$ cat config.mk
export PLATFORM = sky130hd
export DESIGN_NAME = mdio_slave_if
export DESIGN_NICKNAME = d
export VERILOG_FILES = /design/src/rtl/mdio_pkg.sv /design/src/rtl/mdio_edge_sync.sv /design/src/rtl/mdio_slave_if.sv
export SDC_FILE = /design/constraint.sdc
export NUM_CORES = 1
export LEC_CHECK = 0
export ABC_AREA = 1
export BUFFER_PORTS_ARGS = -buffer_cell sky130_fd_sc_hd__buf_4
export CAP_MARGIN = 10
export CORE_MARGIN = 2
export CORE_UTILIZATION = 25
export CTS_CLUSTER_DIAMETER = 60
export DETAILED_ROUTE_END_ITERATION = 8
export SLEW_MARGIN = 20
export SYNTH_ARGS = -nofsm -noshare
export SYNTH_HDL_FRONTEND = slang
export SYNTH_HIERARCHICAL = 1
export SYNTH_SLANG_ARGS = --single-unit
$ cat constraint.sdc
create_clock -name clk_i -period 2.1 [get_ports clk_i]
set_input_delay 0.21 -clock clk_i [delete_from_list [all_inputs] [get_ports clk_i]]
set_output_delay 0.21 -clock clk_i [all_outputs]
set_load 0.02 [all_outputs]
$ cat src/rtl/mdio_pkg.sv
// Shared constants and types for the Clause-22 MDIO responder.
package mdio_pkg;

   localparam logic [1:0] OP_WR = 2'b01;
   localparam logic [1:0] OP_RD = 2'b10;
   localparam logic [1:0] ST    = 2'b01;

   localparam int PHYAD_W   = 5;
   localparam int REGAD_W   = 5;
   localparam int TA_W      = 2;
   localparam int DATA_W    = 16;
   localparam int SKIP_BITS = REGAD_W + TA_W + DATA_W;

   typedef enum logic [3:0] {
      S_IDLE,
      S_ST2,
      S_OP,
      S_PHYAD,
      S_REGAD,
      S_TA,
      S_WDATA,
      S_RDATA,
      S_SKIP
   } state_e;

endpackage

$ cat src/rtl/mdio_edge_sync.sv
// Brings the asynchronous MDC/MDIO pads into the system clock domain and
// flags each MDC rising edge with a one-clk pulse.
module mdio_edge_sync (
   input  logic clk_i,
   input  logic rst_ni,
   input  logic mdc_i,
   input  logic mdi_i,
   output logic mdi_o,
   output logic rise_o
);

   logic [1:0] mdcSync_q;
   logic [1:0] mdiSync_q;
   logic       mdcPrev_q;

   // Two-flop synchronisers, plus one extra stage on MDC for edge detection.
   // MDIO resets to '1' because the idle bus is pulled up.
   always_ff @(posedge clk_i or negedge rst_ni) begin
      if (!rst_ni) begin
         mdcSync_q <= 2'b00;
         mdiSync_q <= 2'b11;
         mdcPrev_q <= 1'b0;
      end else begin
         mdcSync_q <= {mdcSync_q[0], mdc_i};
         mdiSync_q <= {mdiSync_q[0], mdi_i};
         mdcPrev_q <= mdcSync_q[1];
      end
   end

   assign rise_o = mdcSync_q[1] & ~mdcPrev_q;
   assign mdi_o  = mdiSync_q[1];

endmodule

$ cat src/rtl/mdio_slave_if.sv
// Clause-22 MDIO responder: decodes write/read frames addressed to PHYA and
// bridges them onto a simple 32x16 register-file port.
module mdio_slave_if
   import mdio_pkg::*;
#(
   parameter logic [4:0] PHYA     = 5'b00001,
   parameter int         PRE_MIN  = 32,
   parameter bit         BCAST_EN = 1'b0,
   parameter int         TIMEOUT  = 4096
) (
   input  logic        clk_i,
   input  logic        rst_ni,
   input  logic        mdc_i,
   input  logic        mdi_i,
   output logic        mdo_o,
   output logic        mdt_o,
   output logic [4:0]  reg_addr_o,
   output logic        reg_wr_o,
   output logic [15:0] reg_wdata_o,
   output logic        reg_rd_o,
   input  logic [15:0] reg_rdata_i,
   output logic        busy_o
);

   localparam int PRE_W = $clog2(PRE_MIN + 1);
   localparam int TMO_W = $clog2(TIMEOUT + 1);

   logic              mdiSync;
   logic              mdcRise;

   state_e            state_q;
   logic [PRE_W-1:0]  preCnt_q;
   logic [TMO_W-1:0]  tmoCnt_q;
   logic [TMO_W-1:0]  tmoCnt_d;
   logic              tmoHit;
   logic [4:0]        bitCnt_q;
   logic [DATA_W-1:0] shift_q;
   logic              opFirst_q;
   logic              isRead_q;
   logic              mdo_q;
   logic              mdt_q;
   logic              busy_q;
   logic              reg_wr_q;
   logic              reg_rd_q;
   logic [4:0]        reg_addr_q;
   logic [DATA_W-1:0] reg_wdata_q;

   logic [1:0]        opCode;
   logic [4:0]        fieldVal;
   logic              addrMatch;

   mdio_edge_sync uSync (
      .clk_i  (clk_i),
      .rst_ni (rst_ni),
      .mdc_i  (mdc_i),
      .mdi_i  (mdi_i),
      .mdi_o  (mdiSync),
      .rise_o (mdcRise)
   );

   // Field values completed by the bit arriving on the current rise.
   always_comb begin
      opCode    = {opFirst_q, mdiSync};
      fieldVal  = {shift_q[3:0], mdiSync};
      addrMatch = (fieldVal == PHYA) ||
                  (BCAST_EN && (fieldVal == 5'd0) && !isRead_q);
   end

   // Stalled-MDC watchdog: cleared by every rise, frozen while idle.
   always_comb begin
      tmoHit   = 1'b0;
      tmoCnt_d = tmoCnt_q;
      if (mdcRise) begin
         tmoCnt_d = '0;
      end else if (state_q != S_IDLE) begin
         if (tmoCnt_q == TMO_W'(TIMEOUT - 1)) begin
            tmoHit   = 1'b1;
            tmoCnt_d = '0;
         end else begin
            tmoCnt_d = tmoCnt_q + 1'b1;
         end
      end
   end

   // Frame decoder: one step per MDC rise. The read-data latch uses the
   // quiet clk after reg_rd so it never collides with a bit step.
   always_ff @(posedge clk_i or negedge rst_ni) begin
      if (!rst_ni) begin
         state_q     <= S_IDLE;
         preCnt_q    <= '0;
         tmoCnt_q    <= '0;
         bitCnt_q    <= '0;
         shift_q     <= '0;
         opFirst_q   <= 1'b0;
         isRead_q    <= 1'b0;
         mdo_q       <= 1'b1;
         mdt_q       <= 1'b1;
         busy_q      <= 1'b0;
         reg_wr_q    <= 1'b0;
         reg_rd_q    <= 1'b0;
         reg_addr_q  <= '0;
         reg_wdata_q <= '0;
      end else begin
         reg_wr_q <= 1'b0;
         reg_rd_q <= 1'b0;
         tmoCnt_q <= tmoCnt_d;
         if (tmoHit) begin
            state_q  <= S_IDLE;
            mdt_q    <= 1'b1;
            mdo_q    <= 1'b1;
            busy_q   <= 1'b0;
            bitCnt_q <= '0;
            preCnt_q <= '0;
         end else if (mdcRise) begin
            case (state_q)
               S_IDLE: begin
                  if ((mdiSync == ST[1]) && (preCnt_q == PRE_W'(PRE_MIN))) begin
                     state_q  <= S_ST2;
                     busy_q   <= 1'b1;
                     preCnt_q <= '0;
                  end else if (mdiSync) begin
                     if (preCnt_q != PRE_W'(PRE_MIN)) begin
                        preCnt_q <= preCnt_q + 1'b1;
                     end
                  end else begin
                     preCnt_q <= '0;
                  end
               end
               S_ST2: begin
                  bitCnt_q <= '0;
                  if (mdiSync == ST[0]) begin
                     state_q <= S_OP;
                  end else begin
                     state_q <= S_IDLE;
                     busy_q  <= 1'b0;
                  end
               end
               S_OP: begin
                  if (bitCnt_q == 5'd0) begin
                     opFirst_q <= mdiSync;
                     bitCnt_q  <= 5'd1;
                  end else begin
                     bitCnt_q <= '0;
                     if ((opCode == OP_WR) || (opCode == OP_RD)) begin
                        isRead_q <= (opCode == OP_RD);
                        state_q  <= S_PHYAD;
                     end else begin
                        state_q <= S_IDLE;
                        busy_q  <= 1'b0;
                     end
                  end
               end
               S_PHYAD: begin
                  shift_q <= {shift_q[DATA_W-2:0], mdiSync};
                  if (bitCnt_q == 5'(PHYAD_W - 1)) begin
                     bitCnt_q <= '0;
                     state_q  <= addrMatch ? S_REGAD : S_SKIP;
                  end else begin
                     bitCnt_q <= bitCnt_q + 1'b1;
                  end
               end
               S_REGAD: begin
                  shift_q <= {shift_q[DATA_W-2:0], mdiSync};
                  if (bitCnt_q == 5'(REGAD_W - 1)) begin
                     bitCnt_q   <= '0;
                     reg_addr_q <= fieldVal;
                     reg_rd_q   <= isRead_q;
                     state_q    <= S_TA;
                  end else begin
                     bitCnt_q <= bitCnt_q + 1'b1;
                  end
               end
               S_TA: begin
                  if (bitCnt_q != 5'(TA_W - 1)) begin
                     bitCnt_q <= bitCnt_q + 1'b1;
                     if (isRead_q) begin
                        mdt_q <= 1'b0;
                        mdo_q <= 1'b0;
                     end
                  end else begin
                     bitCnt_q <= '0;
                     if (isRead_q) begin
                        mdo_q   <= shift_q[DATA_W-1];
                        shift_q <= {shift_q[DATA_W-2:0], 1'b0};
                        state_q <= S_RDATA;
                     end else begin
                        state_q <= S_WDATA;
                     end
                  end
               end
               S_WDATA: begin
                  shift_q <= {shift_q[DATA_W-2:0], mdiSync};
                  if (bitCnt_q == 5'(DATA_W - 1)) begin
                     bitCnt_q    <= '0;
                     reg_wdata_q <= {shift_q[DATA_W-2:0], mdiSync};
                     reg_wr_q    <= 1'b1;
                     state_q     <= S_IDLE;
                     busy_q      <= 1'b0;
                  end else begin
                     bitCnt_q <= bitCnt_q + 1'b1;
                  end
               end
               S_RDATA: begin
                  if (bitCnt_q == 5'(DATA_W - 1)) begin
                     bitCnt_q <= '0;
                     mdt_q    <= 1'b1;
                     mdo_q    <= 1'b1;
                     state_q  <= S_IDLE;
                     busy_q   <= 1'b0;
                  end else begin
                     bitCnt_q <= bitCnt_q + 1'b1;
                     mdo_q    <= shift_q[DATA_W-1];
                     shift_q  <= {shift_q[DATA_W-2:0], 1'b0};
                  end
               end
               S_SKIP: begin
                  if (bitCnt_q == 5'(SKIP_BITS - 1)) begin
                     bitCnt_q <= '0;
                     state_q  <= S_IDLE;
                     busy_q   <= 1'b0;
                  end else begin
                     bitCnt_q <= bitCnt_q + 1'b1;
                  end
               end
               default: begin
                  state_q  <= S_IDLE;
                  mdt_q    <= 1'b1;
                  mdo_q    <= 1'b1;
                  busy_q   <= 1'b0;
                  bitCnt_q <= '0;
               end
            endcase
         end else if (reg_rd_q) begin
            shift_q <= reg_rdata_i;
         end
      end
   end

   assign mdo_o       = mdo_q;
   assign mdt_o       = mdt_q;
   assign busy_o      = busy_q;
   assign reg_wr_o    = reg_wr_q;
   assign reg_rd_o    = reg_rd_q;
   assign reg_addr_o  = reg_addr_q;
   assign reg_wdata_o = reg_wdata_q;

endmodule

* Word-level counts from Yosys, hierarchy flattened
Cells that the tools add are included.
** Word-level totals
- Bits in registers :: 77
- Word-level logic and storage cells :: 157
- Output and inout bits :: 26
** Operators by class
- Eq/ne operators :: 38
- $add $sub $neg :: 3
- Reductions and logical operators :: 25
- Muxes and demuxes :: 69
- Bitwise operators :: 5
** Operators by type and width (count)
- $mux W16 :: 5
- $pmux W16 S3 :: 1
- $ne A3 B3 Y1 const B :: 14
- $mux W4 :: 10
- $mux W13 :: 3
- $mux W6 :: 6
- $pmux W4 S8 :: 1
- $mux W1 :: 31
- $mux W5 :: 6
- $pmux W5 S6 :: 1
- $eq A4 B3 Y1 const B :: 4
- $reduce_and A8 Y1 :: 2
- $add A13 B1 Y13 const B :: 1
- $eq A13 B12 Y1 const B :: 1
- $reduce_and A4 Y1 :: 3
- $reduce_and A5 Y1 :: 2
- $eq A4 B2 Y1 const B :: 2
- $reduce_bool A2 Y1 :: 4
- $reduce_or A7 Y1 :: 1
- $add A6 B1 Y6 const B :: 1
- $eq A6 B6 Y1 const B :: 1
- $ne A6 B6 Y1 const B :: 1
- $pmux W1 S3 :: 2
- $pmux W1 S6 :: 1
- other kinds (28) :: 36

* Logic depth before layout (Yosys ltp)
- Depth in word-level cells :: 7
- Mapped depth :: 11
- Mapped depth without buffers :: 11

* By module
The synthesis kept the hierarchy.
** By module, submodules not included
- mdio_slave_if :: area an instance 3963.8 µm², sequential area each 1804.2 µm², cells an instance 472, instances 1
- mdio_edge_sync :: area an instance 137.6 µm², sequential area each 127.6 µm², cells an instance 7, instances 1

* Least setup slack after synthesis
Ideal clock, no wire load.
- Path type :: reg-to-reg
- Start point :: reg uSync.mdiSync_q[1]
- End point :: reg busy_q (netlist: busy_o)
- Buffers on the path :: 1
- Arrival :: 1.778 ns
- Required time :: 1.983 ns
- Slack :: 0.205 ns
- Setup time :: 0.117 ns
- Cell stages (with the launch flop) :: 11
- Path through :: dfstp_2 -> clkbuf_1 -> inv_1 -> ha_1 -> inv_1 -> nand4_1 -> o21ai_0 -> o21ai_0 -> nand2_1 -> nand2_1 -> nand2_1
** Between the ends
- Cells in the longest elaborated chain, start to end :: 4
- Elaborated cells on any way between the ends :: 9
- Those cells by class :: 5 x eq/ne; 1 x bitwise; 3 x reduce/logical
** RTL lines
- start: declaration :: line mdio_edge_sync.sv:13 : logic [1:0] mdiSync_q;
- start signal: assignment :: line mdio_edge_sync.sv:25 : mdiSync_q <= {mdiSync_q[0], mdi_i};
- $eq A2 B1 Y1, or another cell as far along :: line mdio_slave_if.sv:144 : if ((opCode == OP_WR) || (opCode == OP_RD)) begin
- $logic_or A1 B1 Y1 or $logic_and A1 B1 Y1 (tied branches) :: line mdio_slave_if.sv:144, mdio_slave_if.sv:117
- $ne A3 B3 Y1 (no line)
- $reduce_and A8 Y1 (no line) *
- end signal: assignment :: line mdio_slave_if.sv:135 : busy_q <= 1'b0;
- end signal: assignment :: line mdio_slave_if.sv:149 : busy_q <= 1'b0;
- end signal: assignment :: line mdio_slave_if.sv:198 : busy_q <= 1'b0;
- end: declaration :: line mdio_slave_if.sv:42 : logic busy_q;
Mark *: on every way between the ends. The rest lies on a longest branch, timed or not.
A chain may end at the register's enable or synchronous reset.

* Final worst setup path
Ends and elaborated chain as after synthesis.

==> metrics.txt <==
outcome=finished, final reports clean; Max Root-Sink Buffers=2; post-route ant nets=0; min-delay src=reg_rdata_i[1]; CTS H-tree lvls=3; mapped cell area=0.004101 mm2; RSZ-0062 raised after global routing=true; Cells after Synth=479; P per Cell Area=696.7 mW/mm2; Rows=46; number of fill cells=between 1500 and 2000; Setup Viol. Count Final=0; footprint of the multi-input gates=0.001959 mm2; Slew @ Worst Pin=475.1 ps; IO Pins=46; Slew Limit Headroom=approximately 70%; Sink Count=77; Worst EP arrival=2210 ps; prevailing post-synth register cell=dfrtp_1; GRT Util Overall=10.90%; # diodes=0; Post-synth EDFFs=0; Final WS setup=114.6 ps; Vias/cell=4.315; largest net degree at the start of global routing=44; DIE AREA=0.01745 mm2; critical path launch point=uSync/mdiSync_q[1]; Syn Nets=509; Clock Pin Slew Worst Setup and Hold Paths=~60 ps; Initial Util=25.73%; YS warnings=6; clk_lat worst skew=330 ps; worst-path maximum fanout=9; layout cells sized above 1=between 20% and 30%; Root Buffer=clkbuf_16; clock skew=8.417 ps; Min-Delay Path Class=primary input to register; Worst R2R Start=uSync/mdiSync_q[1]; Iter 0 DRT Violations=231; Setup TNS Final=0 ps; reg2reg end=busy_o; Place WS=99.57 ps; max cap viols=0; drt pass-1 iters=4; DR vias=between 3000 and 4000; most frequent cells in the layout=nand2_1 (141), dfrtp_1 (73), buf_4 (53); commonest non-fill, non-tap cell in the layout=nand2_1; ys async rst share=100.0%; final net count=567; initial antenna violation count=0; critical path endpoint category=register; drt wl/cell=12.36 um; global-route wire length before repair=15780 um; Leak Pwr=around 2.4 nW; Worst VDD drop=0.4314 mV; die width=roughly 130 um; Cell variety after synth=40; CORE AREA=0.01594 mm2; vias in the first global route=3143; Die Ht=about 130 um; hold slack=161.3 ps; Post-DP HPWL=roughly 6600 um; total gr overflow=0; setup slack, reg-to-reg=110 ps; Storage cell area=0.001932 mm2; worst setup path endpoint=busy_o; Tmin final=1985 ps; gpl congestion=0.8934; register area share after synthesis=47.10%; TritonCTS clock tree=done; Period Utilization, post-route=94.54%; Hold Fails Final Rpt=0; Max Slew Vio Count=0; CP required=2330 ps; routed wire length=9367 um; WS Path Type=register to register; Startpoint Class=register; DR DRC count=0; Synth Area per Inst=8.562 um2; area growth from synthesis to layout=24.10%; number of port buffers=45; total CTS buffers=9; synthesized flop and latch total=77; Max Fclk=503.7 MHz; r2r worst-path depth=9
[synth_stat cells, types with 2 or more instances]
| cell | instances | area, um2 |
|---|---|---|
| mux2i_1 | 15 | 150.1 |
| dfstp_2 | 4 | 105.1 |
| xor2_1 | 8 | 70.07 |
| buf_6 | 4 | 45.04 |
| o21ai_2 | 21 | 183.9 |
| nand4_1 | 5 | 31.28 |
| nand3b_1 | 5 | 37.54 |
| nor2_4 | 2 | 22.52 |
| ha_1 | 10 | 125.1 |
| inv_1 | 33 | 123.9 |
| o21ai_0 | 18 | 90.09 |
| nor2_1 | 33 | 123.9 |
| buf_2 | 6 | 30.03 |
| nand2_1 | 141 | 529.3 |
| nand3_1 | 29 | 145.1 |
| inv_2 | 8 | 30.03 |
| o22ai_1 | 2 | 12.51 |
| nor3_1 | 6 | 30.03 |
| nand2_2 | 5 | 31.28 |
| a31oi_1 | 3 | 18.77 |
| a21oi_1 | 15 | 75.07 |
| o21ai_1 | 6 | 30.03 |
| nor2_2 | 10 | 62.56 |
| dfrtp_1 | 73 | 1827 |
| nand2_4 | 2 | 22.52 |
[stage by stage]
step           util (%)  total power, W  area, um2  cells
6_report          31.93        0.003546       5090    758
5_1_grt           31.93        0.003729       5090    758
4_1_cts           31.56        0.003605       5032    754
3_5_place_dp      29.44        0.001979       4693    735
3_3_place_gp      29.44        0.001976       4693    735
2_1_floorplan         -        0.001853       4101    479
[metal layers]
layer,GRT usage [%],vias up,part of all wire [%]
met5,0,-,0
met4,3.140,0,0.88
met3,2.653,9,3.7
met2,16.26,64,44
met1,15.62,1523,51
li1,-,1675,-
[kinds of logic (layout without fill, tap and decap cells)]
group,after synthesis,after routing,share of synthesized area (%)
adders and majority gates,10,10,3.051
buffers and inverters,54,116,6.010
and+or+nand+nor,243,244,27.09
DFF,77,77,47.10
xor gates and xnor gates,9,9,1.922
muxes,15,15,3.661
AOI/OAI and AO/OA,71,71,11.17
[registers in the layout, indices dropped and copies added (netlist names), 2 cells and up]
signal	cells
reg_wdata_o	16
uSync/mdcSync_q	2
reg_addr_o	5
shift_q	16
uSync/mdiSync_q	2
tmoCnt_q	13
bitCnt_q	5
preCnt_q	6
state_q	4
[how the worst min path moves through the flow]
| stage | to | depth (start not counted) | slack [ps] |
|---|---|---|---|
| 2_1_floorplan | bitCnt_q[0] | 0 | -90 |
| 3_3_place_gp | reg_addr_o[1] | 1 | 200 |
| 3_5_place_dp | reg_addr_o[1] | 1 | 200 |
| 4_1_cts | shift_q[1] | 3 | 150 |
| 5_1_grt | shift_q[8] | 3 | 170 |
| 6_report | shift_q[1] | 3 | 160 |
[critical path, cell delays in order, from the launching register on]
cell and delay, ps:
dfstp_2 650, inv_1 180, ha_1 320, inv_1 40, nand4_1 120, o21ai_0 130
o21ai_0 260, nand2_1 80, nand2_1 60, nand2_1 40
[final cells by class]
class,instances,share of cell area [%]
multi-input combinational,349,38.50
sequential,77,37.95
timing repair buffer,57,8.800
timing repair inverter,1,0.1475
clock buffer,9,4.425
inverter,42,3.220
tap,216,5.310
clock inverter,7,1.647
[report_power, final]
| group | switching (W) | leakage [nW] | internal, W |
|---|---|---|---|
| Combinational | 0.000180 | 1.20 | 0.000133 |
| Sequential | 0.0000718 | 1.03 | 0.00157 |
| Clock | 0.000652 | 0.148 | 0.000939 |
| Total | 0.000903 | 2.38 | 0.00264 |
[what timing repair did]
action                                  4_1_cts  5_1_grt
hold buffers                                  3        0
endpoints found under the setup margin        0       22
endpoints found under the hold margin        32        0
buffers inserted                              0        2
gates resized for setup                       0        5
Power figures use the tool's default switching activity.
